==> src/rtl/recovery_sequencer_pkg.sv <==
// Shared definitions for the post-retire recovery sequencer.
//   XLEN                   : architectural PC width
//   SUPERSCALAR_WAYS       : retire width (one complete flag per way)
//   RECOVERY_FLUSH_CYCLES  : default number of cycles squash is held
//   RECOVERY_STATE         : sequencer FSM encoding, also exported for debug
package sys_defs;
  localparam int XLEN                  = 32;
  localparam int SUPERSCALAR_WAYS      = 3;
  localparam int RECOVERY_FLUSH_CYCLES = 1;

  typedef enum logic [2:0] {
    RS_IDLE      = 3'd0,
    RS_SQUASH    = 3'd1,
    RS_DRAIN     = 3'd2,
    RS_REDIRECT  = 3'd3,
    RS_HALT_WAIT = 3'd4,
    RS_HALTED    = 3'd5
  } RECOVERY_STATE;
endpackage

==> src/rtl/recovery_sequencer_retire_counter.sv <==
// retire_counter: accumulates the number of instructions retired per cycle.
//   clock, reset_n : clock and asynchronous active-low reset
//   en             : count this cycle (sequencer idle, retire not stalled)
//   retire_valid   : per-way complete flags, counted as given
//   count          : running total, wraps modulo 2^CNT_W
module retire_counter
  import sys_defs::*;
#(
  parameter int CNT_W = 64
) (
  input  logic                        clock,
  input  logic                        reset_n,
  input  logic                        en,
  input  logic [SUPERSCALAR_WAYS-1:0] retire_valid,
  output logic [CNT_W-1:0]            count
);
  localparam int POP_W = $clog2(SUPERSCALAR_WAYS + 1);

  logic [POP_W-1:0] pop;
  logic [CNT_W-1:0] count_d;
  logic [CNT_W-1:0] count_q;

  always_comb begin
    pop = '0;
    for (int i = 0; i < SUPERSCALAR_WAYS; i++) begin
      pop = pop + POP_W'(retire_valid[i]);
    end
  end

  // Popcount is zero-extended; the sum wraps naturally at CNT_W bits.
  assign count_d = count_q + CNT_W'(pop);

  always_ff @(posedge clock or negedge reset_n) begin
    if (!reset_n) begin
      count_q <= '0;
    end else if (en) begin
      count_q <= count_d;
    end
  end

  assign count = count_q;
endmodule

==> src/rtl/recovery_sequencer.sv <==
// recovery_sequencer: sequences precise-state recovery and halt after retire.
// Inputs (from retire / memory system):
//   br_recover_enable, target_pc : mispredict event and correct-path PC
//   wfi_halt                     : halt instruction retired this cycle
//   retire_valid                 : per-way complete flags
//   sq_empty, dcache_busy        : store queue drained / D-cache traffic pending
// Outputs (all registered):
//   squash, maptable_restore     : flush speculative state / restore rename map
//   fetch_redirect, redirect_pc  : one-cycle strobe to fetch; pc valid with strobe
//   retire_stall                 : high in every state except IDLE
//   halted                       : sticky until reset
//   retired_cnt                  : total retired instructions
//   state_dbg                    : current FSM state
// Interface note: there is no valid/ready handshake here. Events are only
// sampled in IDLE; in every other state retire is stalled, so events arriving
// then are ignored. fetch_redirect is a single-cycle strobe that fetch must
// accept unconditionally.
module recovery_sequencer
  import sys_defs::*;
#(
  parameter int FLUSH_CYCLES = RECOVERY_FLUSH_CYCLES,
  parameter int CNT_W        = 64
) (
  input  logic                        clock,
  input  logic                        reset_n,
  input  logic                        br_recover_enable,
  input  logic [XLEN-1:0]             target_pc,
  input  logic                        wfi_halt,
  input  logic [SUPERSCALAR_WAYS-1:0] retire_valid,
  input  logic                        sq_empty,
  input  logic                        dcache_busy,
  output logic                        squash,
  output logic                        maptable_restore,
  output logic                        fetch_redirect,
  output logic [XLEN-1:0]             redirect_pc,
  output logic                        retire_stall,
  output logic                        halted,
  output logic [CNT_W-1:0]            retired_cnt,
  output RECOVERY_STATE               state_dbg
);
  localparam int FC_W = (FLUSH_CYCLES > 1) ? $clog2(FLUSH_CYCLES) : 1;

  RECOVERY_STATE   state_q;
  logic [FC_W-1:0] flush_cnt_q;
  logic            squash_q;
  logic            maptable_restore_q;
  logic            fetch_redirect_q;
  logic [XLEN-1:0] redirect_pc_q;
  logic            retire_stall_q;
  logic            halted_q;

  // Outputs are written on the transition into a state, so they are valid
  // during the first cycle of that state (e.g. squash the cycle after the event).
  always_ff @(posedge clock or negedge reset_n) begin
    if (!reset_n) begin
      state_q            <= RS_IDLE;
      flush_cnt_q        <= '0;
      squash_q           <= 1'b0;
      maptable_restore_q <= 1'b0;
      fetch_redirect_q   <= 1'b0;
      redirect_pc_q      <= '0;
      retire_stall_q     <= 1'b0;
      halted_q           <= 1'b0;
    end else begin
      // Single-cycle strobes.
      maptable_restore_q <= 1'b0;
      fetch_redirect_q   <= 1'b0;
      case (state_q)
        RS_IDLE: begin
          // Halt wins over a same-cycle recovery; the recovery is dropped.
          if (wfi_halt) begin
            state_q        <= RS_HALT_WAIT;
            retire_stall_q <= 1'b1;
          end else if (br_recover_enable) begin
            state_q            <= RS_SQUASH;
            redirect_pc_q      <= target_pc;
            flush_cnt_q        <= FC_W'(FLUSH_CYCLES - 1);
            squash_q           <= 1'b1;
            maptable_restore_q <= 1'b1;
            retire_stall_q     <= 1'b1;
          end
        end
        RS_SQUASH: begin
          if (flush_cnt_q == '0) begin
            squash_q <= 1'b0;
            // With no D-cache traffic, DRAIN is skipped so redirect follows
            // the last squash cycle directly.
            if (dcache_busy) begin
              state_q <= RS_DRAIN;
            end else begin
              state_q          <= RS_REDIRECT;
              fetch_redirect_q <= 1'b1;
            end
          end else begin
            flush_cnt_q <= flush_cnt_q - 1'b1;
          end
        end
        RS_DRAIN: begin
          if (!dcache_busy) begin
            state_q          <= RS_REDIRECT;
            fetch_redirect_q <= 1'b1;
          end
        end
        RS_REDIRECT: begin
          state_q        <= RS_IDLE;
          retire_stall_q <= 1'b0;
        end
        RS_HALT_WAIT: begin
          if (sq_empty) begin
            state_q  <= RS_HALTED;
            halted_q <= 1'b1;
          end
        end
        RS_HALTED: begin
          // Terminal until reset.
        end
        default: begin
          state_q        <= RS_IDLE;
          squash_q       <= 1'b0;
          retire_stall_q <= 1'b0;
        end
      endcase
    end
  end

  // The event-cycle group still retires, so counting keys off the current state.
  retire_counter #(
    .CNT_W(CNT_W)
  ) u_retire_counter (
    .clock       (clock),
    .reset_n     (reset_n),
    .en          (state_q == RS_IDLE),
    .retire_valid(retire_valid),
    .count       (retired_cnt)
  );

  assign squash           = squash_q;
  assign maptable_restore = maptable_restore_q;
  assign fetch_redirect   = fetch_redirect_q;
  assign redirect_pc      = redirect_pc_q;
  assign retire_stall     = retire_stall_q;
  assign halted           = halted_q;
  assign state_dbg        = state_q;
endmodule
==> config.mk <==
export PLATFORM = sky130hd
export DESIGN_NAME = recovery_sequencer
export DESIGN_NICKNAME = d
export VERILOG_FILES = /design/src/rtl/recovery_sequencer_pkg.sv /design/src/rtl/recovery_sequencer_retire_counter.sv /design/src/rtl/recovery_sequencer.sv
export SDC_FILE = /design/constraint.sdc
export NUM_CORES = 1
export LEC_CHECK = 0
export CORE_ASPECT_RATIO = 0.5
export CORE_UTILIZATION = 48
export CTS_BUF_LIST = sky130_fd_sc_hd__clkbuf_8
export DETAILED_ROUTE_END_ITERATION = 12
export GPL_TIMING_DRIVEN = 0
export PLACE_DENSITY = 0.84
export SYNTH_ARGS = -nofsm -noshare
export SYNTH_HDL_FRONTEND = slang
export SYNTH_SLANG_ARGS = --single-unit
==> constraint.sdc <==
create_clock -name clock -period 3 [get_ports clock]
set_input_delay 0.3 -clock clock [delete_from_list [all_inputs] [get_ports clock]]
set_output_delay 0.3 -clock clock [all_outputs]
set_load 0.1 [all_outputs]
; ---- Word-level counts from Yosys, hierarchy flattened
; Index checks and enable logic that the tools add are counted.
[word_totals]
reg_bits = 105
in_bits = 41
out_inout_bits = 104
wordCells = 61
[classes]
addsub = 4
n_eq_ne = 11
mux = 23
n_bitwise = 4
n_reduce_logical = 10
[op_table]
columns = cell, count
row1 = $add A64 B2 Y64, 1
row2 = $mux W3, 5
row3 = $pmux W3 S5, 1
row4 = $mux W1, 13
row5 = $ne A2 B2 Y1 const B, 5
row6 = $reduce_or A4 Y1, 2
row7 = $eq A3 B2 Y1 const B, 2
row8 = $eq A3 B3 Y1 const B, 2
row9 = $pmux W1 S2, 3
row10 = $reduce_and A3 Y1, 2
row11 = $reduce_and A5 Y1, 1
row12 = $not A1 Y1, 4
row13 = $reduce_and A2 Y1, 2
row14 = $reduce_and A4 Y1, 1
row15 = $eq A3 B1 Y1 const B, 1
row16 = $logic_not A3 Y1, 1
row17 = $ne A3 B3 Y1 const B, 1
row18 = $pmux W1 S3, 1
row19 = $add A1 B1 Y2, 1
row20 = $add A2 B1 Y2, 1
row21 = $reduce_bool A2 Y1, 1
row22 = $sub A1 B1 Y1 const B, 1

; ---- Depth between registers and ports, before layout
; Gate-level depths: netlist (run 1).
[logic_depth]
ltp_word = 4
mapped_depth = 8
depth_no_buf = 8

; ---- Cells and area by module
; From an unflattened synthesis (run 1), not the netlist that was laid out.
[unflattened]
cells_unflattened = 378
hier_area_um2 = 4722.0
[by_module_without_submodules]
columns = module, instances, cells_each, area_each_um2, seq_area_each_um2
row1 = retire_counter, 1, 272, 3010.4, 1601.5
row2 = recovery_sequencer, 1, 106, 1711.6, 1001.0

; ---- Worst setup path before layout (run 1)
; No wires, ideal clock.
[synth_timing]
path_kind = flip-flop to flip-flop
start = register u_retire_counter.count_q[0], in the netlist u_retire_counter.count[0]
end = register u_retire_counter.count_q[38], in the netlist u_retire_counter.count[38]
arrival_time_ps = 3230
path_slack_ps = -393
path_stages_with_launch = 9
period_less_slack_ps = 3393
cell_sequence = dfrtp_1 -> fa_1 -> ha_1 -> fa_1 -> nand4_1 -> or4_4 -> or4_4 -> nor3_2 -> xor2_1
[synth_via]
elab_chain_cells = 1
[synth_rtl]
columns = element, line
row1 = start: declaration, recovery_sequencer_retire_counter.sv:21  ; logic [CNT_W-1:0] count_q;
row2 = start signal: assignment, recovery_sequencer_retire_counter.sv:37  ; count_q <= count_d;
row3 = $add A64 B2 Y64, recovery_sequencer_retire_counter.sv:31  ; assign count_d = count_q + CNT_W'(pop);
; No other way between the ends.
; A chain may end at the register's enable or synchronous reset.

; ---- Final worst setup path (run 1)
; Ends and elaborated chain as after synthesis.

==> reports/metrics.csv, run 1 <==
metric,value,unit
status,"finished, final reports clean",
crit_fanout,4,
cp_top_family,simple AND/OR/NAND/NOR gates,
n_antenna_cell,0,
seqPwrFrac,31.3,%
ys_warn_count,0,
dp_hpwl,8.22,mm
dp_slack,-550,ps
fmax,338,MHz
hold_path_end,redirect_pc[15],
grt_overflow_total,0,
ys_seq_area_share,56.1,%
grt_use_total,23.9,%
peakVddDrop,1020,uV
yosys.area_share.xor_xnor,11.9,%
die_w,141,um
seq_area,0.00261,mm2
finalSetupViolations,0,
muxShareOfSynthArea,0.486,%
antenna_found_initial,0,
min-delay-start,target_pc[15],
clkSinkCount,104,
pin_count,145,
cts-root-buf,clkbuf_8,
start_kind,flop,
area_growth,40.4,%
cp_slowest_cell,or4_4,
grt_pass1_vias,3854,
period_share,98.7,%
hold_path_depth,3,
path_class,reg -> reg,
synth_area,0.00464,mm2
synth_top_family_by_area,simple AND/OR/NAND/NOR gates,
r2r_cells,8,
worst_path_largest_cell_delay,540,ps
die_h,71.5,um
period_needed,2960,ps
yosys.cell_types.count,37,
maxCapViolCount,0,
reg2reg_to,u_retire_counter.count[38],
crit_chain,fa_1 -> ha_2 -> fa_2 -> nand4_1 -> or4_4 -> or4_4 -> nor3_2 -> xor2_1,
power.switching,3.26,mW
cpMostUsedCell,or4_4,
core,0.00904,mm2
cp_num_buf_inv,0,
p_int,2.76,mW
worst_slew_pin_slew,1010,ps
cts_tree,done,
synthAdderAreaFrac,1.40,%
rows,24,
grt_start_max_net_pins,56,
nFillCells,693,
finalPower,6.02,mW
synth_seq_cells,104,
crit_arrival,3280,ps
ant_nets,0,
critPathRequiredTime,3310,ps
hold_path_class,in -> reg,
clk_latency,380,ps
drc,0,
syn_avg_cell_area,10.1,um2
p_sw_share,54.2,%
place.gp.congestion,0.849,
vias,3879,
rsz0062_at_grt,yes,
r2r_slack,40,ps
dieArea,0.0101,mm2
drv_slew,0,
multiInputGateArea,0.00196,mm2
drt_iter0_drc,168,
pwr-share-comb,54.7,%
wl_per_cell,14.8,um
cp-end-kind,flop,
viasPerCell,5.13,
slew_headroom,32.7,%
hold_viol,0,
yosys.area_share.simple,26.6,%
h-tree-depth,3,
clockPowerShare,14.1,%
drt-pass1-iter-count,4,
drive_above_1_share,6.39,%
cts_buffer_depth,2,
routed_wl,11.2,mm
synth_compound_area_share,1.51,%
grt_pass1_wl,18.6,mm
initial_core_util,51.3,%
path_clk_slew,100,ps
fin_ws,37.8,ps
portBuffers,144,
syn_inst,461,
finClkSkew,12.5,ps
layout.nets,666,
leakagePower,2.96,nW
powerDensity,925,mW/mm2
r2r_start,u_retire_counter.count[0],
synth_nets,506,
numCtsBuffers,9,
-- power by group through the flow --
| stage | sequential, mW | clock, mW | combinational [mW] |
|---|---|---|---|
| global route | 1.93 | 0.930 | 3.41 |
| detailed placement | 1.91 | 0 | 3.29 |
| global placement | 1.89 | 0 | 3.23 |
| finish | 1.88 | 0.847 | 3.29 |
| floorplan | 3.91 | 0 | 0.453 |
| CTS | 1.89 | 0.870 | 3.29 |
-- cells in the mapped netlist --
cell type | n | area share [%]
nand2_1 | 120 | 9.7
dfrtp_1 | 104 | 56
xor2_1 | 37 | 7.0
nor2_1 | 28 | 2.3
xnor2_1 | 26 | 4.9
nand3_1 | 23 | 2.5
nand4_1 | 22 | 3.0
nor3_1 | 16 | 1.7
nor4_1 | 11 | 1.5
inv_1 | 10 | 0.81
and3_1 | 7 | 0.94
and4_1 | 6 | 1.1
clkbuf_1 | 6 | 0.49
or3_1 | 5 | 0.67
or2_2 | 4 | 0.54
buf_1 | 3 | 0.24
nor3_2 | 3 | 0.65
a21oi_1 | 2 | 0.22
and2_1 | 2 | 0.27
buf_2 | 2 | 0.22
fa_1 | 2 | 0.86
ha_1 | 2 | 0.54
mux2_2 | 2 | 0.49
nand2b_1 | 2 | 0.27
nor4b_1 | 2 | 0.38
o21ai_0 | 2 | 0.22
or4_4 | 2 | 0.49
a22oi_1 | 1 | 0.16
a41o_1 | 1 | 0.22
buf_6 | 1 | 0.24
nand4b_1 | 1 | 0.19
nor3b_1 | 1 | 0.16
o21bai_1 | 1 | 0.16
o221ai_1 | 1 | 0.19
o2bb2ai_1 | 1 | 0.19
o31ai_1 | 1 | 0.16
or4b_1 | 1 | 0.22
-- worst register-to-register path, delay by kind of cell, from the launching register on --
family	cells	cell delay [ps]
AND/OR/NAND/NOR	4	1380
adder cells (fa/ha/maj)	3	870
flip-flops	1	500
XOR/XNOR	1	150
-- flip-flops by register name (all words and copies together), names as in the netlist --
| signal | flops |
|---|---|
| u_retire_counter.count | 64 |
| redirect_pc | 32 |
| state_dbg | 3 |
| fetch_redirect | 1 |
| halted | 1 |
| maptable_restore | 1 |
| retire_stall | 1 |
| squash | 1 |
-- cells by family after synthesis --
logic type               count (synthesis)
AO/OA/AOI/OAI                           10
AND/OR/NAND/NOR                        256
XOR/XNOR                                63
multiplexers                             2
flip-flops                             104
adder cells (fa/ha/maj)                  4
buffers and inverters                   22
-- cell type report --
| cell class | instances | share of cell area (%) |
|---|---|---|
| Buffer | 12 | 0.846 |
| Clock buffer | 10 | 2.11 |
| Clock inverter | 6 | 0.807 |
| Inverter | 10 | 0.577 |
| Multi-Input combinational cell | 335 | 30.1 |
| Sequential cell | 104 | 40.0 |
| Tap cell | 130 | 2.50 |
| Timing Repair Buffer | 149 | 23.0 |
-- stage by stage --
stage | hold WS [ps] | util [%] | std cells | TNS (ps) | instance area (um2)
detailed placement | 370 | 69.4 | 736 | -6870 | 6270
finish | 430 | 72.0 | 756 | 0 | 6510
floorplan | 4.41 | - | 461 | -391 | 4640
CTS | 415 | 71.7 | 754 | 0 | 6480
global placement | 457 | 69.1 | 735 | -240670 | 6240
global route | 415 | 72.0 | 756 | -249 | 6510
-- placed cells by master, fill, tap and decap left out, types with 3 or more instances in the layout --
cell / Yosys / routed
buf_4: 0 / 4
and4_1: 6 / 6
dfrtp_1: 104 / 103
buf_1: 3 / 3
nand2_1: 120 / 120
nor3_1: 16 / 15
nor3_2: 3 / 3
clkdlybuf4s50_1: 0 / 143
nand4_1: 22 / 22
and3_1: 7 / 7
clkbuf_8: 0 / 10
or2_2: 4 / 4
nand3_1: 23 / 23
or3_1: 5 / 5
nor4_1: 11 / 11
xor2_1: 37 / 37
nor2_1: 28 / 27
clkbuf_1: 6 / 6
inv_1: 10 / 10
xnor2_1: 26 / 26
-- what timing repair did --
action	in CTS	in global routing
hold buffers	1	0
resized for setup	1	4
hold endpoints to repair	49	0
pin swaps	3	0
buffers inserted	1	2
setup endpoints to repair	6	12
-- layer usage --
metal  routed length [um]  vias up  GRT usage [%]
met5                    0        -              0
met4                  107        0           5.92
met3                  701       12           7.95
met2                 5490      116           40.5
met1                 4890     1879           30.0
li1                     -     1872              -
-- worst max-delay path by stage --
stage,slack [ps],from,cells past startpoint,end
floorplan,-140,u_retire_counter.count[0],8,u_retire_counter.count[38]
global placement,-2970,reset_n,1,u_retire_counter.count[0]
detailed placement,-550,retire_valid[0],9,u_retire_counter.count[56]
CTS,8,u_retire_counter.count[0],8,u_retire_counter.count[38]
global route,-90,u_retire_counter.count[0],8,u_retire_counter.count[40]
finish,40,u_retire_counter.count[0],8,u_retire_counter.count[38]
Note: power is estimated with default switching activity, not from simulation.
==> run 2, diff against run 1 <==
RECOVER_POWER = 25   (was not set)
==> run 2 against run 1 <==
Effect of this change: sequential share of layout area is 0.21 points higher; final area is 0.52% lower; die area is the same; core utilization is 0.37 points lower; worst setup slack gained 3.6 ps; global-route usage unchanged; non-clock buffer count stayed put; final cell count is the same; register-to-register slack is essentially flat.
==> reports/metrics.csv, run 2 (synthesis results as in run 1) <==
metric,value,unit,change
vias,3868,,-0.28%
dp_slack,-550,ps,unchanged
period_share,98.6,%,-0.12 points
maxCapViolCount,0,,unchanged
cts_tree,done,,
drt_iter0_drc,166,,-1.2%
drt-pass1-iter-count,4,,unchanged
crit_arrival,3280,ps,about the same
drc,0,,unchanged
path_clk_slew,100,ps,about the same
wl_met2,5.47,mm,-0.36%
die_w,141,um,unchanged
worst_slew_pin_slew,1230,ps,+219 ps
grt_use_total,23.9,%,unchanged
crit_fanout,4,,unchanged
core,0.00904,mm2,unchanged
r2r_start,u_retire_counter.count[0],,
die_h,71.5,um,unchanged
drv_slew,0,,unchanged
clk_latency,390,ps,about the same
hold_viol,0,,unchanged
cts_buffer_depth,2,,unchanged
multiInputGateArea,0.00196,mm2,unchanged
mostFrequentLayoutCell,clkdlybuf4s50_1,,
wl_met3,710,um,+1.3%
critPathRequiredTime,3320,ps,about the same
cpMostUsedCell,or4_4,,
leakagePower,2.94,nW,-0.61%
slew_headroom,18.3,%,-14 points
powerDensity,927,mW/mm2,+0.23%
n_antenna_cell,0,,unchanged
hold_path_class,in -> reg,,
dieArea,0.0101,mm2,unchanged
hold_path_end,redirect_pc[15],,
start_kind,flop,,
whs,429,ps,-1.58 ps
ant_nets,0,,unchanged
antenna_found_initial,0,,unchanged
numCtsBuffers,9,,unchanged
fmax,338,MHz,+0.12%
cp_num_buf_inv,0,,unchanged
rsz0062_at_grt,yes,,
min-delay-start,target_pc[15],,
grt_pass1_wl,18.6,mm,unchanged
grt_start_max_net_pins,56,,unchanged
worst_path_largest_cell_delay,540,ps,about the same
wl_met1,4.91,mm,+0.51%
pin_count,145,,unchanged
rows,24,,unchanged
cp_top_family,simple AND/OR/NAND/NOR gates,,
r2r_cells,8,,unchanged
initial_core_util,51.3,%,unchanged
final_cell_mix,"clkdlybuf4s50_1 (143), nand2_1 (120), dfrtp_1 (103)",,
wl_per_cell,14.8,um,about the same
place.gp.congestion,0.849,,unchanged
finalSetupViolations,0,,unchanged
finClkSkew,11.4,ps,-1.07 ps
portBuffers,144,,unchanged
r2r_slack,40,ps,about the same
drive_above_1_share,6.07,%,-0.32 points
period_needed,2960,ps,-3.60 ps
clkSinkCount,104,,unchanged
reg2reg_to,u_retire_counter.count[38],,
largest_reg_flops,64,,unchanged
crit_chain,fa_1 -> ha_2 -> fa_2 -> nand4_1 -> or4_4 -> or4_4 -> nor3_2 -> xor2_1,,
viasPerCell,5.12,,-0.28%
cp_slowest_cell,or4_4,,
cts-root-buf,clkbuf_8,,
fin_ws,41.4,ps,+3.60 ps
routed_wl,11.2,mm,about the same
nFillCells,698,,+0.72%
grt_overflow_total,0,,unchanged
cp-end-kind,flop,,
peakVddDrop,1030,uV,about the same
path_class,reg -> reg,,
dp_hpwl,8.22,mm,unchanged
dr.max_layer_used,met4,,
seq_area,0.00261,mm2,unchanged
grt_pass1_vias,3854,,unchanged
hold_path_depth,3,,unchanged
area_growth,39.7,%,
layout.nets,666,,unchanged
h-tree-depth,3,,unchanged
status,"finished, final reports clean",,
## run 2: cell types whose count changed in the layout (fill, tap and decap cells not counted), sizes merged
cell    delta
clkbuf     +3
buf        -3
## run 2: worst max path at each step
| stage | start | end | slack [ps] | depth (start not counted) |
|---|---|---|---|---|
| after floorplan | u_retire_counter.count[0] | u_retire_counter.count[38] | -140 | 8 |
| after global placement | reset_n | u_retire_counter.count[0] | -2970 | 1 |
| after detailed placement | retire_valid[0] | u_retire_counter.count[56] | -550 | 9 |
| after CTS | u_retire_counter.count[0] | u_retire_counter.count[38] | 8 | 8 |
| after global routing | u_retire_counter.count[0] | u_retire_counter.count[40] | -90 | 8 |
| final | u_retire_counter.count[0] | u_retire_counter.count[38] | 40 | 8 |
## run 2: layout make-up
class / count / area share, %
buffer: 12 / 0.715
clock buffer: 10 / 2.13
clock inverter: 6 / 0.811
inverter: 10 / 0.580
multi-input combinational: 335 / 30.3
sequential: 104 / 40.2
tap: 130 / 2.51
timing repair buffer: 149 / 22.8
## run 2: through the flow
step / utilization (%) / instances / cell area, um2 / setup TNS, ps / total power, mW
final: 71.7 / 756 / 6480 / 0 / 6.01
after global routing: 71.7 / 756 / 6480 / -1050 / 6.25
after CTS: 71.7 / 754 / 6480 / 0 / 6.05
after detailed placement: 69.4 / 736 / 6270 / -6870 / 5.20
after global placement: 69.1 / 735 / 6240 / -240670 / 5.12
after floorplan: - / 461 / 4640 / -391 / 4.36
## run 2: per-layer routing
metal	vias to the layer above	GRT usage, %
li1	1875	-
met1	1871	30.0
met2	110	40.5
met3	12	7.95
met4	0	5.92
met5	-	0
## run 2: repair_timing
item                       CTS  global route
gates resized for setup      1             4
pin swaps                    3             0
cloned                       0             0
setup endpoints to repair    6            12
hold endpoints to repair    49             0
setup buffers                1             2
hold buffers                 1             0
## run 2: worst register-to-register path, cell delays in order, from the launching register on
cell and delay (ps):
dfrtp_4 500, fa_1 490, ha_2 180, fa_2 200
nand4_1 190, or4_4 510, or4_4 540, nor3_2 140
xor2_1 150
## run 2: where the power goes
group	switching [mW]	internal (mW)
logic	2.55	0.723
clock network	0.512	0.336
registers	0.198	1.69
